`config.mk`:
```
export PLATFORM = sky130hd
export DESIGN_NAME = lsu_mem_ctrl
export DESIGN_NICKNAME = d
export VERILOG_FILES = /design/src/rtl/lsu_mem_ctrl.sv
export SDC_FILE = /design/constraint.sdc
export NUM_CORES = 1
export LEC_CHECK = 0
export CELL_PAD_IN_SITES_DETAIL_PLACEMENT = 0
export CELL_PAD_IN_SITES_GLOBAL_PLACEMENT = 1
export CORE_ASPECT_RATIO = 0.75
export CORE_MARGIN = 10
export CORE_UTILIZATION = 29
export DETAILED_ROUTE_END_ITERATION = 16
export PLACE_DENSITY = 0.81
export SYNTH_ARGS = -nofsm -noshare
export SYNTH_HDL_FRONTEND = slang
export SYNTH_SLANG_ARGS = --single-unit
```
`constraint.sdc`:
```
create_clock -name clk -period 4.1 [get_ports clk]
set_input_delay 0.82 -clock clk [delete_from_list [all_inputs] [get_ports clk]]
set_output_delay 0.82 -clock clk [all_outputs]
set_load 0.05 [all_outputs]
```
`src/rtl/lsu_mem_ctrl.sv`:
```
// Load/store initiator between the core datapath and the byte-addressed data memory.
// Define LSU_STATS_EN to build the saturating load/store/error counters; otherwise stat_* read 0.
module lsu_mem_ctrl #(
    parameter int AW = 16,
    parameter int DW = 32
) (
    input  logic          clk,
    input  logic          rst,
    input  logic          req_valid,
    output logic          req_ready,
    input  logic          req_store,
    input  logic [2:0]    req_funct3,
    input  logic [AW-1:0] req_addr,
    input  logic [DW-1:0] req_wdata,
    output logic          rsp_valid,
    input  logic          rsp_ready,
    output logic [DW-1:0] rsp_data,
    output logic          rsp_err,
    output logic [AW-1:0] mem_addr,
    output logic [DW-1:0] mem_data_in,
    output logic          mem_wr,
    output logic          mem_rd,
    output logic          mem_one_byte,
    output logic          mem_two_bytes,
    output logic          mem_four_bytes,
    input  logic [DW-1:0] mem_data_out,
    output logic [15:0]   stat_loads,
    output logic [15:0]   stat_stores,
    output logic [15:0]   stat_errs
);

    // state | meaning
    // IDLE  | waiting for a request, req_ready high
    // ST    | write strobe cycle
    // LD_RD | read strobe cycle
    // LD_W1 | first memory latency cycle
    // LD_W2 | read data valid, captured on exit
    // RESP  | response held until rsp_ready
    typedef enum logic [2:0] {IDLE, ST, LD_RD, LD_W1, LD_W2, RESP} state_t;

    state_t        state_q, state_d;
    logic [2:0]    f3_q, f3_d;
    logic          req_ready_q, req_ready_d;
    logic          rsp_valid_q, rsp_valid_d;
    logic [DW-1:0] rsp_data_q, rsp_data_d;
    logic          rsp_err_q, rsp_err_d;
    logic [AW-1:0] mem_addr_q, mem_addr_d;
    logic [DW-1:0] mem_data_in_q, mem_data_in_d;
    logic          mem_wr_q, mem_wr_d;
    logic          mem_rd_q, mem_rd_d;
    logic [2:0]    size_q, size_d;

    logic req_illegal, req_misaligned, req_bad, accept;

    assign req_illegal    = (req_funct3 == 3'b011) || (req_funct3[2:1] == 2'b11) ||
                            (req_store && req_funct3[2]);
    assign req_misaligned = ((req_funct3[1:0] == 2'b01) && req_addr[0]) ||
                            ((req_funct3[1:0] == 2'b10) && (req_addr[1:0] != 2'b00));
    assign req_bad        = req_illegal || req_misaligned;
    assign accept         = (state_q == IDLE) && req_valid;

    function automatic logic [2:0] size_flags(input logic [1:0] sz);
        case (sz)
            2'b00:   return 3'b001;
            2'b01:   return 3'b010;
            default: return 3'b100;
        endcase
    endfunction

    function automatic logic [DW-1:0] extend(input logic [2:0] f3, input logic [DW-1:0] d);
        case (f3)
            3'b000:  return {{(DW-8){d[7]}}, d[7:0]};
            3'b001:  return {{(DW-16){d[15]}}, d[15:0]};
            3'b100:  return {{(DW-8){1'b0}}, d[7:0]};
            3'b101:  return {{(DW-16){1'b0}}, d[15:0]};
            default: return d;
        endcase
    endfunction

    always_comb begin
        state_d       = state_q;
        f3_d          = f3_q;
        req_ready_d   = req_ready_q;
        rsp_valid_d   = rsp_valid_q;
        rsp_data_d    = rsp_data_q;
        rsp_err_d     = rsp_err_q;
        mem_addr_d    = mem_addr_q;
        mem_data_in_d = mem_data_in_q;
        mem_wr_d      = mem_wr_q;
        mem_rd_d      = mem_rd_q;
        size_d        = size_q;
        case (state_q)
            IDLE: begin
                req_ready_d = 1'b1;
                if (req_valid) begin
                    req_ready_d = 1'b0;
                    f3_d        = req_funct3;
                    if (req_bad) begin
                        state_d     = RESP;
                        rsp_valid_d = 1'b1;
                        rsp_err_d   = 1'b1;
                        rsp_data_d  = '0;
                    end else begin
                        mem_addr_d = req_addr;
                        size_d     = size_flags(req_funct3[1:0]);
                        if (req_store) begin
                            state_d       = ST;
                            mem_wr_d      = 1'b1;
                            mem_data_in_d = req_wdata;
                        end else begin
                            state_d  = LD_RD;
                            mem_rd_d = 1'b1;
                        end
                    end
                end
            end
            ST: begin
                state_d       = RESP;
                mem_wr_d      = 1'b0;
                mem_addr_d    = '0;
                mem_data_in_d = '0;
                size_d        = '0;
                rsp_valid_d   = 1'b1;
                rsp_err_d     = 1'b0;
                rsp_data_d    = '0;
            end
            LD_RD: begin
                state_d  = LD_W1;
                mem_rd_d = 1'b0;
            end
            LD_W1: state_d = LD_W2;
            LD_W2: begin
                // address and size stay up until here: memory samples flags a cycle after rd
                state_d     = RESP;
                mem_addr_d  = '0;
                size_d      = '0;
                rsp_valid_d = 1'b1;
                rsp_err_d   = 1'b0;
                rsp_data_d  = extend(f3_q, mem_data_out);
            end
            RESP: begin
                if (rsp_ready) begin
                    state_d     = IDLE;
                    rsp_valid_d = 1'b0;
                    rsp_err_d   = 1'b0;
                    rsp_data_d  = '0;
                    req_ready_d = 1'b1;
                end
            end
            default: state_d = IDLE;
        endcase
    end

    always_ff @(posedge clk or posedge rst) begin
        if (rst) begin
            state_q       <= IDLE;
            f3_q          <= '0;
            req_ready_q   <= 1'b1;
            rsp_valid_q   <= 1'b0;
            rsp_data_q    <= '0;
            rsp_err_q     <= 1'b0;
            mem_addr_q    <= '0;
            mem_data_in_q <= '0;
            mem_wr_q      <= 1'b0;
            mem_rd_q      <= 1'b0;
            size_q        <= '0;
        end else begin
            state_q       <= state_d;
            f3_q          <= f3_d;
            req_ready_q   <= req_ready_d;
            rsp_valid_q   <= rsp_valid_d;
            rsp_data_q    <= rsp_data_d;
            rsp_err_q     <= rsp_err_d;
            mem_addr_q    <= mem_addr_d;
            mem_data_in_q <= mem_data_in_d;
            mem_wr_q      <= mem_wr_d;
            mem_rd_q      <= mem_rd_d;
            size_q        <= size_d;
        end
    end

    assign req_ready      = req_ready_q;
    assign rsp_valid      = rsp_valid_q;
    assign rsp_data       = rsp_data_q;
    assign rsp_err        = rsp_err_q;
    assign mem_addr       = mem_addr_q;
    assign mem_data_in    = mem_data_in_q;
    assign mem_wr         = mem_wr_q;
    assign mem_rd         = mem_rd_q;
    assign mem_one_byte   = size_q[0];
    assign mem_two_bytes  = size_q[1];
    assign mem_four_bytes = size_q[2];

`ifdef LSU_STATS_EN
    logic [15:0] stat_loads_q, stat_loads_d;
    logic [15:0] stat_stores_q, stat_stores_d;
    logic [15:0] stat_errs_q, stat_errs_d;

    function automatic logic [15:0] sat_inc(input logic [15:0] v);
        return (v == 16'hFFFF) ? v : v + 16'd1;
    endfunction

    always_comb begin
        stat_loads_d  = stat_loads_q;
        stat_stores_d = stat_stores_q;
        stat_errs_d   = stat_errs_q;
        if (accept) begin
            if (req_bad)        stat_errs_d   = sat_inc(stat_errs_q);
            else if (req_store) stat_stores_d = sat_inc(stat_stores_q);
            else                stat_loads_d  = sat_inc(stat_loads_q);
        end
    end

    always_ff @(posedge clk or posedge rst) begin
        if (rst) begin
            stat_loads_q  <= '0;
            stat_stores_q <= '0;
            stat_errs_q   <= '0;
        end else begin
            stat_loads_q  <= stat_loads_d;
            stat_stores_q <= stat_stores_d;
            stat_errs_q   <= stat_errs_d;
        end
    end

    assign stat_loads  = stat_loads_q;
    assign stat_stores = stat_stores_q;
    assign stat_errs   = stat_errs_q;
`else
    logic unused_accept;
    assign unused_accept = accept;
    assign stat_loads    = '0;
    assign stat_stores   = '0;
    assign stat_errs     = '0;
`endif

endmodule

```
======== Yosys cells after proc, flatten, opt, wreduce, memory -nomap -nowiden ========
Cells that the tools add are included.
word-level totals
  flip-flop bits (word level) ............. 94
  input port bits ......................... 88
  output and inout bits ................... 136
  logic and storage cells ................. 92
cells by class
  equal/unequal tests ..................... 18
  muxes and demuxes ....................... 37
  reductions and logical operators ........ 26
operator list
  cell                  number
  $pmux W32 S4          2
  $mux W32              6
  $pmux W32 S2          1
  $mux W16              2
  $pmux W16 S2          1
  $reduce_and A4 Y1     4
  $mux W3               5
  $pmux W3 S5           1
  $eq A3 B3 Y1 const B  4
  $ne A2 B2 Y1 const B  6
  $pmux W3 S2           2
  $mux W1               11
  $reduce_bool A2 Y1    5
  $eq A3 B2 Y1 const B  3
  $eq A3 B1 Y1 const B  2
  $logic_not A3 Y1      2
  $pmux W1 S2           3
  $pmux W1 S3           2
  $reduce_and A2 Y1     3
  $eq A2 B2 Y1 const B  2
  $logic_or A1 B1 Y1    4
  $reduce_bool A4 Y1    1
  $logic_and A1 B1 Y1   3
  $reduce_and A3 Y1     1
  other kinds (5)       5

======== Depth between registers and ports, before layout ========
Gate-level depths: netlist (run 1).
  word-level depth ........................ 7
  gate-level depth with buffers ........... 6
  mapped depth without buffers ............ 4

======== Worst setup path before layout (run 1) ========
OpenSTA, ideal clock, no wires.
  path kind ............................... input to register
  start ................................... input req_funct3[0]
  end ..................................... register mem_data_in_q[0], in the netlist mem_data_in[0]
  setup time .............................. 65 ps
  arrival ................................. 2129 ps
  required time ........................... 4035 ps
  path slack .............................. 1905 ps
  stages .................................. 5
  cells stage by stage .................... or4_4 and2_4 nor3_4 buf_6 a22o_2
on the way
  cells in the longest elaborated chain, start to end .. 6
  elaborated cells between the ends (all ways) .. 11
  classes of those cells .................. eq/ne: 4; reduce/logical: 7
RTL lines
  item                                              line    RTL
  start, declared                                   12      input logic [2:0] req_funct3,
  $eq A3 B2 Y1, or another cell as far along        55      assign req_illegal = (req_funct3 == 3'b011) || (req_funct3[2:1] == 2'b11) ||
  $logic_or A1 B1 Y1, or another cell as far along  55
  $logic_or A1 B1 Y1 (on tied branches)             55, 57
  $logic_or A1 B1 Y1 (*)                            59      assign req_bad = req_illegal || req_misaligned;
  $ne A2 B2 Y1 (no source line) (*)                 -
  $reduce_and A4 Y1 (no source line) (*)            -
  end signal, assigned                              175     mem_data_in_q <= mem_data_in_d;
  end, declared                                     48      logic [DW-1:0] mem_data_in_q, mem_data_in_d;
Every way passes the cells marked *; elsewhere a longest branch is shown, timed or not.
A chain may end at the register's enable or synchronous reset.

======== Worst setup path in the final report (run 1) ========
  start ................................... input req_funct3[0]
  end ..................................... register mem_data_in_q[21], in the netlist mem_data_in[21]
The elaborated chain is that of the path after synthesis.

==> reports/metrics.yaml, run 1 <==
clk_pin_slew_ns: 0.07
combPwrFrac_pct: 46.9
cp.required_ns: 4.39
grt_pass1_wl_um: 20220
seq_area_frac_synth_pct: 55.18
final_util_pct: 43.61
dr_wl_met3_um: 1091
final_max_slew_viol_count: 0
grt_usage_pct: 12.42
wl_met2_um: 5727
p_sw_share_pct: 44.90
cap_violations: 0
layoutNonFillerInstCount: 748
cts_resized: 0
die_width_um: 160.0
setup_viol: 0
crit_path_end_kind: "flip-flop"
clock-root-buffer: "clkbuf_16"
outcome: "finished, final reports clean"
critPathKind: "in -> reg"
antennaDiodeCount: 0
grt_pass1_vias: 3627
place.gp.congestion: 0.7617
clkPwrFrac_pct: 20.7
syn_avg_cell_area_sq_um: 11.34
cts_setup_buffers: 0
crit_end: "mem_data_in[21]$_DFFE_PP0P_"
r2r-end: "mem_addr[4]$_DFFE_PP0P_"
cts_max_level: 3
post-route-period-util_pct: 63.23
die_h_um: 125.0
ant_nets: 0
cts_sinks: 94
dpl_cell_area_sq_um: 5996
fin_skew_ns: 0.008072
slew_headroom_pct: 25.83
ioPinCount: 224
r2r-start: "state_q[0]$_DFFE_PP0P_"
ctsHoldBuffers: 0
period_needed_ns: 2.592
critPathMaxFanout: 33
r2r_slack_ns: 2.05
netlist_area_sq_um: 4265
core-area_sq_um: 14450
wl_met1_um: 5506
rows: 38
start_kind: "input port"
hold_path_class: "reg -> reg"
wl_um: 12580
area_delta_synth_final_pct: 47.79
port_buffers: 175
leakage_nw: 2.757
cts_buffer_depth: 2
nNetsFinal: 631
cts-buffers-inserted: 9
grt_antenna_before_repair: 0
vias: 3323
power.internal_mw: 2.302
tightest_slew_ns: 1.105
postSynthCellCount: 376
ys_ff_latch: 94
hold_viol: 0
firstDrtPassIters: 4
synth_warnings: 0
seq_power_share_pct: 32.3
dieArea_sq_um: 20010
cts_tree: "built"
grt_overflow: 0
peakVddDrop_v: 0.0002298
reg2reg_depth: 5
worstHoldStart: "rsp_data[28]$_DFFE_PP0P_"
hpwl_um: 9388
power_density_nw_per_um2: 662.9
drt_iter0_markers: 159
rsz0062_at_grt: "no"
synth_ff_type: "dfrtp_1"
holdWs_ns: 0.4890
min_path_cells: 1
viasPerCell: 4.443
fin_area_sq_um: 6304
placedCellCount: 732
drive_gt1_share_pct: 11.86
grt_max_degree: 85
max_freq_mhz: 385.7
highest_layer: "met4"
ys_types: 49
synth_edf_count: 0
synthArstFlopShare_pct: 100.0
route.detailed.drc: 0
setup_tns_ns: 0
avgRoutedWirePerCell_um: 16.82
cp_data_arrival_time_ns: 2.88
p_switching_mw: 1.876
setup.worst_path.start: "req_funct3[0]"
clkLatencyLatePin_ns: 0.35
initial_utilization_pct: 29.51
==> layout by cell type (no fill, tap or decap), types with 2 or more instances in the layout <==
cell | netlist | layout
clkdlybuf4s50_1 | 0 | 175
dfrtp_1 | 93 | 93
conb_1 | 1 | 48
nand2_1 | 41 | 41
o21ai_0 | 28 | 28
a22o_2 | 27 | 27
a22o_1 | 21 | 21
nor2b_1 | 16 | 16
o2bb2ai_1 | 16 | 16
clkbuf_16 | 0 | 9
nor2_1 | 7 | 7
buf_4 | 49 | 7
nand3_1 | 6 | 6
o21a_1 | 4 | 4
a21oi_1 | 4 | 4
o21ai_1 | 4 | 3
mux2_2 | 3 | 3
nand2b_1 | 2 | 2
inv_1 | 3 | 2
o21ai_2 | 1 | 2
clkinv_4 | 0 | 2
inv_6 | 0 | 2
==> power by group through the flow <==
stage          Clock, mW  Combinational (mW)  Sequential (mW)
3_3_place_gp           0                1.96             1.36
2_1_floorplan          0               0.724             2.00
6_report           0.867                1.96             1.35
5_1_grt            0.933                2.08             1.39
3_5_place_dp           0                1.99             1.37
4_1_cts            0.899                1.99             1.35
==> layer usage <==
layer  GRT usage (%)  up-vias
met5               0        -
met4           4.903        0
met3           5.639       16
met2           19.48      137
met1           14.60     1601
li1                -     1569
==> Yosys cell counts (2+ instances only) <==
cell,count,area share (%)
nand3_1,6,0.70
mux2_2,3,0.79
dfrtp_1,93,55
o2bb2ai_1,16,3.3
o21a_1,4,0.70
o21ai_1,4,0.47
nor2_1,7,0.62
nand2_1,41,3.6
buf_2,2,0.23
a21oi_1,4,0.47
nand2b_1,2,0.29
nor2b_1,16,2.3
inv_1,3,0.26
buf_4,49,8.6
buf_6,6,1.6
a22o_1,21,4.3
buf_1,2,0.18
o21ai_0,28,3.3
a22o_2,27,6.3
clkbuf_1,13,1.1
==> layout make-up <==
| type | count | area [sq um] |
|---|---|---|
| clock inverter | 5 | 65.06 |
| clock buffer | 11 | 242.7 |
| timing repair buffer | 182 | 1804 |
| tap | 200 | 250.2 |
| inverter | 3 | 13.76 |
| fill | 1388 | 8150 |
| sequential | 94 | 2354 |
| multi-input combinational | 253 | 1574 |
==> worst max-delay path, stage by stage <==
cell	delay, ns
clkdlybuf4s50_1	0.52
or4_4	0.60
and2_4	0.21
nor3_4	0.16
buf_4	0.34
a22o_2	0.20
==> how the worst min path moves through the flow <==
stage / endpoint / slack [ns]
final: rsp_data[28]$_DFFE_PP0P_ / 0.49
after global routing: rsp_data[30]$_DFFE_PP0P_ / 0.51
after detailed placement: rsp_data[28]$_DFFE_PP0P_ / 0.48
after CTS: rsp_data[22]$_DFFE_PP0P_ / 0.49
after floorplan: f3_q[2]$_DFFE_PP0P_ / 0.50
after global placement: mem_wr$_DFFE_PP0P_ / 0.47
==> through the flow <==
stage	worst slack (ns)	power (mW)
after global routing	1.442	4.399
final	1.508	4.179
after floorplan	0.8330	2.722
after global placement	1.212	3.320
after detailed placement	1.143	3.352
after CTS	1.519	4.239
==> registers in the layout, summed over array words and instances (netlist names) <==
| register | flops |
|---|---|
| size_q | 3 |
| mem_wr | 1 |
| mem_data_in | 32 |
| rsp_valid | 1 |
| state_q | 3 |
| mem_rd | 1 |
| req_ready | 1 |
| mem_addr | 16 |
| f3_q | 3 |
| rsp_err | 1 |
| rsp_data | 32 |
==> cells by family (layout without fill, tap and decap cells) <==
logic type / Yosys count / count (layout) / share of synthesized area [%]
AO/OA/AOI/OAI: 116 / 116 / 21.18
flip-flops: 94 / 94 / 55.18
AND/OR/NAND/NOR: 84 / 84 / 10.18
buffers and inverters: 76 / 201 / 12.14
multiplexers: 4 / 4 / 1.027
other: 1 / 48 / 0.08792
XOR/XNOR: 1 / 1 / 0.2054
Power figures use the tool's default switching activity.
==> run 2: changes to the inputs <==
- CORE_UTILIZATION: 29 -> 26
- PLACE_DENSITY: 0.81 -> 0.77
- clock period: 4.1 -> 2.3 ns (I/O delays scaled with it)
==> run 2 against run 1 <==
Die area up 9.9%. Wire length rose by 4.6%. Combinational power increased by 90%. Total power increased by 81%. Largest cell class unchanged. Cell count up 3.1%. Via count is 0.15% higher. Non-clock buffer count grew 13. Largest power group unchanged. Highest routed layer unchanged. Register-to-register slack worse by 1.6 ns.
==> reports/metrics.yaml, run 2 (same netlist as run 1, synthesis figures left out) <==
nNetsFinal: 644
critPathMaxFanout: 3
peakVddDrop_v: 0.0004295
fin_skew_ns: 0.007165
viasPerCell: 4.316
r2r-start: "state_q[0]$_DFFE_PP0P_"
seq_power_share_pct: 31.0
clk_pin_slew_ns: 0.07
antennaDiodeCount: 0
slew_headroom_pct: 61.72
wl_um: 13160
grt_pass1_vias: 3711
p_sw_share_pct: 44.25
multiInputGateArea_sq_um: 1574
reg2reg_depth: 5
critical-path-top-delay-family: "buffers and inverters"
final_common_cell: "clkdlybuf4s50_1"
final_util_pct: 40.30
cts_buffer_depth: 2
post-route-period-util_pct: 87.94
place.gp.congestion: 0.7995
die_width_um: 167.9
dieArea_sq_um: 21980
grt_overflow: 0
vias: 3328
core-area_sq_um: 16070
route.detailed.drc: 0
cts_max_level: 3
drive_gt1_share_pct: 13.73
firstDrtPassIters: 4
hpwl_um: 10030
crit_chain: "clkdlybuf4s50_1"
hold_viol: 0
seqCellArea_sq_um: 2354
cap_violations: 0
min_path_cells: 1
hold_end: "mem_wr$_DFFE_PP0P_"
start_kind: "flip-flop"
worstHoldStart: "mem_wr$_DFFE_PP0P_"
avgRoutedWirePerCell_um: 17.07
slowest_stage: "clkdlybuf4s50_1"
combPwrFrac_pct: 49.4
critPathKind: "reg -> out"
clock-root-buffer: "clkbuf_16"
fillers: 1545
initial_utilization_pct: 26.55
slowest_delay_ns: 0.86
cts-buffers-inserted: 9
tightest_slew_ns: 0.5725
setup_viol: 0
final_cell_mix: "174 x clkdlybuf4s50_1, 93 x dfrtp_1, 48 x conb_1, 41 x nand2_1, 28 x o21ai_0"
cp.required_ns: 1.84
p_switching_mw: 3.345
rows: 40
r2r_slack_ns: 0.49
area_delta_synth_final_pct: 51.77
crit_buf_inv: 1
max_freq_mhz: 494.4
worst_slack_ns: 0.2774
holdWs_ns: 0.4846
outcome: "finished, final reports clean"
dp_slack_ns: -0.06828
drt_iter0_markers: 148
clkLatencyLatePin_ns: 0.34
clkPwrFrac_pct: 19.6
period_needed_ns: 2.023
final_max_slew_viol_count: 0
hold_path_class: "reg -> reg"
cts_tree: "built"
rsz0062_at_grt: "no"
port_buffers: 175
power_density_nw_per_um2: 1168
fin_total_pwr_mw: 7.559
grt_usage_pct: 11.71
grt_pass1_wl_um: 20490
grt_antenna_before_repair: 0
layoutNonFillerInstCount: 771
cts_setup_buffers: 0
ctsHoldBuffers: 0
ant_nets: 0
r2r-end: "mem_data_in[4]$_DFFE_PP0P_"
cts_sinks: 94
cts_resized: 0
die_h_um: 130.9
crit_path_end_kind: "output port"
leakage_nw: 2.831
cp_data_arrival_time_ns: 1.56
power.internal_mw: 4.214
ioPinCount: 224
grt_max_degree: 45
placedCellCount: 755
## run 2: cell types whose count changed in the layout (fill, tap and decap cells not counted), sizes merged
cell | before | now
inv | 5 | 2
clkinvlp | 0 | 1
clkdlybuf4s50 | 175 | 174
buf | 7 | 21
clkbuf | 11 | 13
## run 2: power groups by stage
stage | sequential, mW | combinational (mW) | clock (mW)
after floorplan | 3.56 | 1.29 | 0
after global placement | 2.36 | 3.71 | 0
after detailed placement | 2.37 | 3.77 | 0
after CTS | 2.35 | 3.78 | 1.55
after global routing | 2.41 | 3.96 | 1.63
final | 2.34 | 3.73 | 1.48
## run 2: worst max-delay path by stage
stage	endpoint	from	cells after the start	slack, ns
finish	mem_rd	mem_rd$_DFFE_PP0P_	1	0.28
global route	mem_data_in[7]	mem_data_in[7]$_DFFE_PP0P_	1	0.22
CTS	mem_data_in[2]	mem_data_in[2]$_DFFE_PP0P_	1	0.25
detailed placement	mem_data_in[2]$_DFFE_PP0P_	req_addr[0]	6	-0.07
global placement	mem_data_in[8]$_DFFE_PP0P_	req_addr[0]	6	-0.03
floorplan	mem_data_in[0]$_DFFE_PP0P_	req_funct3[0]	5	0.47
## run 2: metal layers
metal / share of wire [%] / global-route usage [%] / vias up / wire, um
li1: - / - / 1597 / -
met1: 40 / 13.09 / 1590 / 5280
met2: 47 / 18.96 / 128 / 6243
met3: 12 / 6.655 / 13 / 1515
met4: 0.90 / 3.064 / 0 / 119
met5: 0 / 0 / - / 0
## run 2: final cells by class
cell class | count | share of cell area [%]
repair buffers | 195 | 30.50
well taps | 210 | 4.059
multi-input cells | 253 | 24.31
clock inverters | 3 | 0.6765
clock buffers | 13 | 3.865
flip-flops and latches | 94 | 36.35
inverters | 3 | 0.2319
## run 2: per-stage QoR
| stage | setup TNS [ns] | cell area (sq um) |
|---|---|---|
| global placement | -0.7108 | 6180 |
| global route | 0 | 6474 |
| CTS | 0 | 6474 |
| floorplan | 0 | 4446 |
| detailed placement | -2.594 | 6180 |
| finish | 0 | 6474 |
==> run 3: changes to the inputs <==
- CAP_MARGIN: not set -> 20
==> results of run 3 <==
The final DEF is identical to that of run 2; final timing and power are the same.
==> RTL edit 1: new RTL, settings of run 2 <==
The parameter `AW` goes from 16 to 15.
--- a/src/rtl/lsu_mem_ctrl.sv
+++ b/src/rtl/lsu_mem_ctrl.sv
@@ -2,5 +2,5 @@
 // Define LSU_STATS_EN to build the saturating load/store/error counters; otherwise stat_* read 0.
 module lsu_mem_ctrl #(
-    parameter int AW = 16,
+    parameter int AW = 15,
     parameter int DW = 32
 ) (
Interface: changed (resized mem_addr and req_addr); port bits go from 224 to 222. No check against the original RTL was run, so the function may have changed too.
==> RTL edit 1 against run 2 <==
Setup slack got worse by 9.9 ps; wire length shrank 2.3%; area after synthesis fell by 2.4%; via count fell by 1.1%; fmax down 0.49%; die area is 2.1% lower; final area fell by 1.8%; synthesized cell count down 1.3%; utilization increased by 0.80 points; power shrank 0.76%; sequential share of layout area increased by 0.27 points; sequential cell count decreased by 1; critical path type unchanged; critical endpoint unchanged.
==> RTL edit 1: results (changes against run 2) <==
[power]
p_switching_mw = 3.36  ; was 3.34 mW
leakage_nw = 2.78  ; was 2.83 nW
ir_worst_vdd_uv = 524  ; was 429 uV

[finish]
drive_gt1_share_pct = 9.03  ; was 13.7%
fin_cells = 759  ; was 771

[status]
status = finished, final reports clean  ; unchanged

[global_routing]
grt_pass1_wl_um = 20300  ; was 20500 um
grt.total_usage_pct = 11.7  ; about the same
grt_max_degree = 70  ; was 45

[place]
dp_cells = 743  ; was 755
dp.final_hpwl_um = 9680  ; was 10000 um
io_buffers = 173  ; was 175
gp_congestion = 0.733  ; was 0.800

[logic_synthesis]
ys_seq_area_share_pct = 55.9  ; was 55.2%
synth_xor_area_share_pct = 0.210  ; was 0.205%
synth.area.top_cells = dfrtp_1, a22o_1, buf_4, nand2_1, o21ai_0  ; was dfrtp_1, buf_4, a22o_2, a22o_1, nand2_1
synth-compound-area-share_pct = 20.7  ; was 21.2%
synth_common_cells = dfrtp_1, buf_4, a22o_1, nand2_1, o21ai_0  ; was dfrtp_1, buf_4, nand2_1, o21ai_0, a22o_2
synth_area_per_cell_um2 = 11.2  ; was 11.3 um2
synthDistinctLibCells = 45  ; was 49
synth_mux_area_share_pct = 1.05  ; was 1.03%

[drt]
drt_wl_total_um = 12900  ; was 13200 um
drtIter0Drc = 185  ; was 148

[worst_setup_path]
critical_path.reg2reg.endpoint = rsp_data[1]  ; was mem_data_in[4]
worst-r2r-setup-slack_ps = 460  ; was 490 ps

-- RTL edit 1: worst min-delay path by stage --
stage | start | end | cells past startpoint
3_5_place_dp | mem_wr | mem_wr | 1
6_report | mem_wr | mem_wr | 1
5_1_grt | rsp_data[28] | rsp_data[28] | 1
2_1_floorplan | f3_q[2] | f3_q[2] | 1
3_3_place_gp | mem_wr | mem_wr | 1
4_1_cts | mem_wr | mem_wr | 1
-- RTL edit 1: final cells by class --
type,instances,area (um2)
multi-input combinational,250,1520
sequential,93,2330
tap,205,256
inverter,3,15.0
clock inverter,7,80.1
timing repair buffer,192,1930
clock buffer,9,225
fill,1478,9110
-- RTL edit 1: metal layers --
metal / global-route usage, % / vias to the layer above / wire (um) / part of all wire [%]
li1: - / 1568 / - / -
met1: 13.7 / 1583 / 5580 / 43
met2: 18.4 / 130 / 5830 / 45
met3: 6.04 / 12 / 1320 / 10
met4: 3.27 / 0 / 131 / 1.0
met5: 0 / - / 0 / 0
-- RTL edit 1: power by group through the flow --
stage                     clock network (mW)  logic, mW  registers, mW
after floorplan                            0       1.22           3.55
after global placement                     0       3.61           2.36
after detailed placement                   0       3.67           2.37
after CTS                               1.60       3.68           2.35
after global routing                    1.67       3.86           2.41
final                                   1.53       3.63           2.34
-- RTL edit 1: worst reg2reg max path, cell delays in order (launching register included) --
cell      delay, ps
dfrtp_1         620
nor3_1          120
a311oi_1        400
o21ai_2         140
buf_12          190
a22o_1          260
-- RTL edit 1: through the flow --
stage	hold slack (ps)	utilization [%]	setup WS, ps	power [mW]	instance area (um2)
2_1_floorplan	495	-	470	4.77	4340
5_1_grt	508	41.1	178	7.94	6360
3_5_place_dp	469	39.1	-66.7	6.04	6050
3_3_place_gp	459	39.1	-33.0	5.97	6050
4_1_cts	491	41.1	217	7.63	6360
6_report	484	41.1	267	7.50	6360
==> RTL edit 2: new RTL, settings of run 2 <==
Without the edit above. Register the output `rsp_err` once more, without a reset; this adds one clock of latency there. The other outputs are not delayed to match.
--- a/src/rtl/lsu_mem_ctrl.sv
+++ b/src/rtl/lsu_mem_ctrl.sv
@@ -183,5 +183,7 @@
     assign rsp_valid      = rsp_valid_q;
     assign rsp_data       = rsp_data_q;
-    assign rsp_err        = rsp_err_q;
+    always_ff @(posedge clk) begin
+        rsp_err <= rsp_err_q;
+    end
     assign mem_addr       = mem_addr_q;
     assign mem_data_in    = mem_data_in_q;
Check against the original RTL: not equivalent (a bounded check fails within 4 cycles, from zero or initial values and one cycle with rst high).
==> RTL edit 2 against run 2 <==
Clock skew barely moved; final area increased by 1.2%; setup slack gained 7.0 ps; sequential share of layout area is 0.13 points lower; sequential cell count is 1 higher; wire length is 0.51% lower; power up 3.2%; area after synthesis is 0.47% higher; first-iteration DRC count decreased by 23%; largest power group unchanged.
==> RTL edit 2: results (changes against run 2) <==
[status]
status = finished, final reports clean  ; unchanged

[timing]
slew_headroom_pct = 57.8  ; was 61.7%
skew_ps = 7.53  ; was 7.17 ps

[logic_synthesis]
async_reset_ff_share_pct = 98.9  ; was 100%
synth.area.top_cells = dfrtp_1, buf_4, a22o_2, a22o_1, nand2_1  ; unchanged
synth_area_per_cell_um2 = 11.4  ; was 11.3 um2
ys_seq_area_share_pct = 55.4  ; was 55.2%
synthDistinctLibCells = 50  ; was 49

[finish]
fill_cells = 1555  ; was 1545
fin_nets = 646  ; was 644
drive_gt1_share_pct = 14.2  ; was 13.7%
fin_cells = 773  ; was 771
utilization_pct = 40.7  ; was 40.3%
antennaDiodeCount = 0  ; unchanged

[worst_setup_path]
cpPeakStageDelay_ps = 840  ; was 860 ps

[power]
leakage_nw = 2.87  ; was 2.83 nW
ir_worst_vdd_uv = 479  ; was 429 uV

[global_routing]
grt_pass1_vias = 3513  ; was 3711
grt_pass1_wl_um = 20100  ; was 20500 um
use_met2_pct = 17.6  ; was 19.0%
grt.total_usage_pct = 11.4  ; was 11.7%
grt_max_degree = 40  ; was 45
antenna_found_initial = 0  ; unchanged
grtUsageMet1_pct = 13.1  ; about the same
grtUsageMet3_pct = 6.53  ; was 6.65%

[drt]
routed-wl-met2_um = 6110  ; was 6240 um
vias_per_cell = 4.29  ; was 4.32
wl_met3_um = 1410  ; was 1520 um
drt-met1-wl_um = 5420  ; was 5280 um
drtIter0Drc = 114  ; was 148
drt_wl_total_um = 13100  ; was 13200 um

[place]
dp_cells = 757  ; was 755
placed_area_mm2 = 0.00621  ; was 0.00618 mm2
gp_congestion = 0.751  ; was 0.800
dp.final_hpwl_um = 9870  ; was 10000 um

[RTL edit 2: changes by cell type after synthesis]
cell / change
dfxtp_1: +1
[RTL edit 2: final cells by class]
cell class,count,area share (%)
Clock inverter,6,1.78
Timing Repair Buffer,196,30.2
Tap cell,210,4.01
Clock buffer,10,3.49
Inverter,3,0.229
Multi-Input combinational cell,253,24.0
Sequential cell,95,36.2
[RTL edit 2: cell families (layout without fill, tap and decap cells)]
kind of cell | Yosys count | after routing | synth area share [%]
multiplexers | 4 | 4 | 1.02
buffers and inverters | 76 | 215 | 12.1
AND/OR/NAND/NOR | 84 | 84 | 10.1
AO/OA/AOI/OAI | 116 | 116 | 21.1
XOR/XNOR | 1 | 1 | 0.204
other | 1 | 48 | 0.0875
flip-flops | 95 | 95 | 55.4
[RTL edit 2: metrics by stage]
step           setup TNS (ps)  worst slack (ps)
5_1_grt                     0               214
4_1_cts                     0               236
3_3_place_gp                0              20.2
6_report                    0               284
3_5_place_dp             -949             -34.5
2_1_floorplan               0               465
[RTL edit 2: final timing paths]
check	start	endpoint	slack [ps]	depth (start not counted)
setup reg to reg	state_q[2]	rsp_data[0]	480	5
min in group asynchronous	rst	mem_data_in[25]	540	2
setup / recovery	mem_rd	mem_rd	280	1
hold reg to reg	rsp_err_q	rsp_err	400	0
max in group asynchronous	rst	req_ready	1130	3
hold / removal	rsp_err_q	rsp_err	400	0
[RTL edit 2: worst register-to-register path, cell delays in order, from the launching register on]
cell and delay [ps]:
dfrtp_1 610, nor3_1 100, a311oi_1 410, o21ai_2 140, buf_12 200, a22o_1 250
[RTL edit 2: power breakdown]
group          switching [mW]  total (mW)  internal [mW]  leakage, nW
logic                    2.42        3.70           1.28         1.42
registers               0.293        2.37           2.08         1.28
clock network           0.651        1.72           1.07        0.168
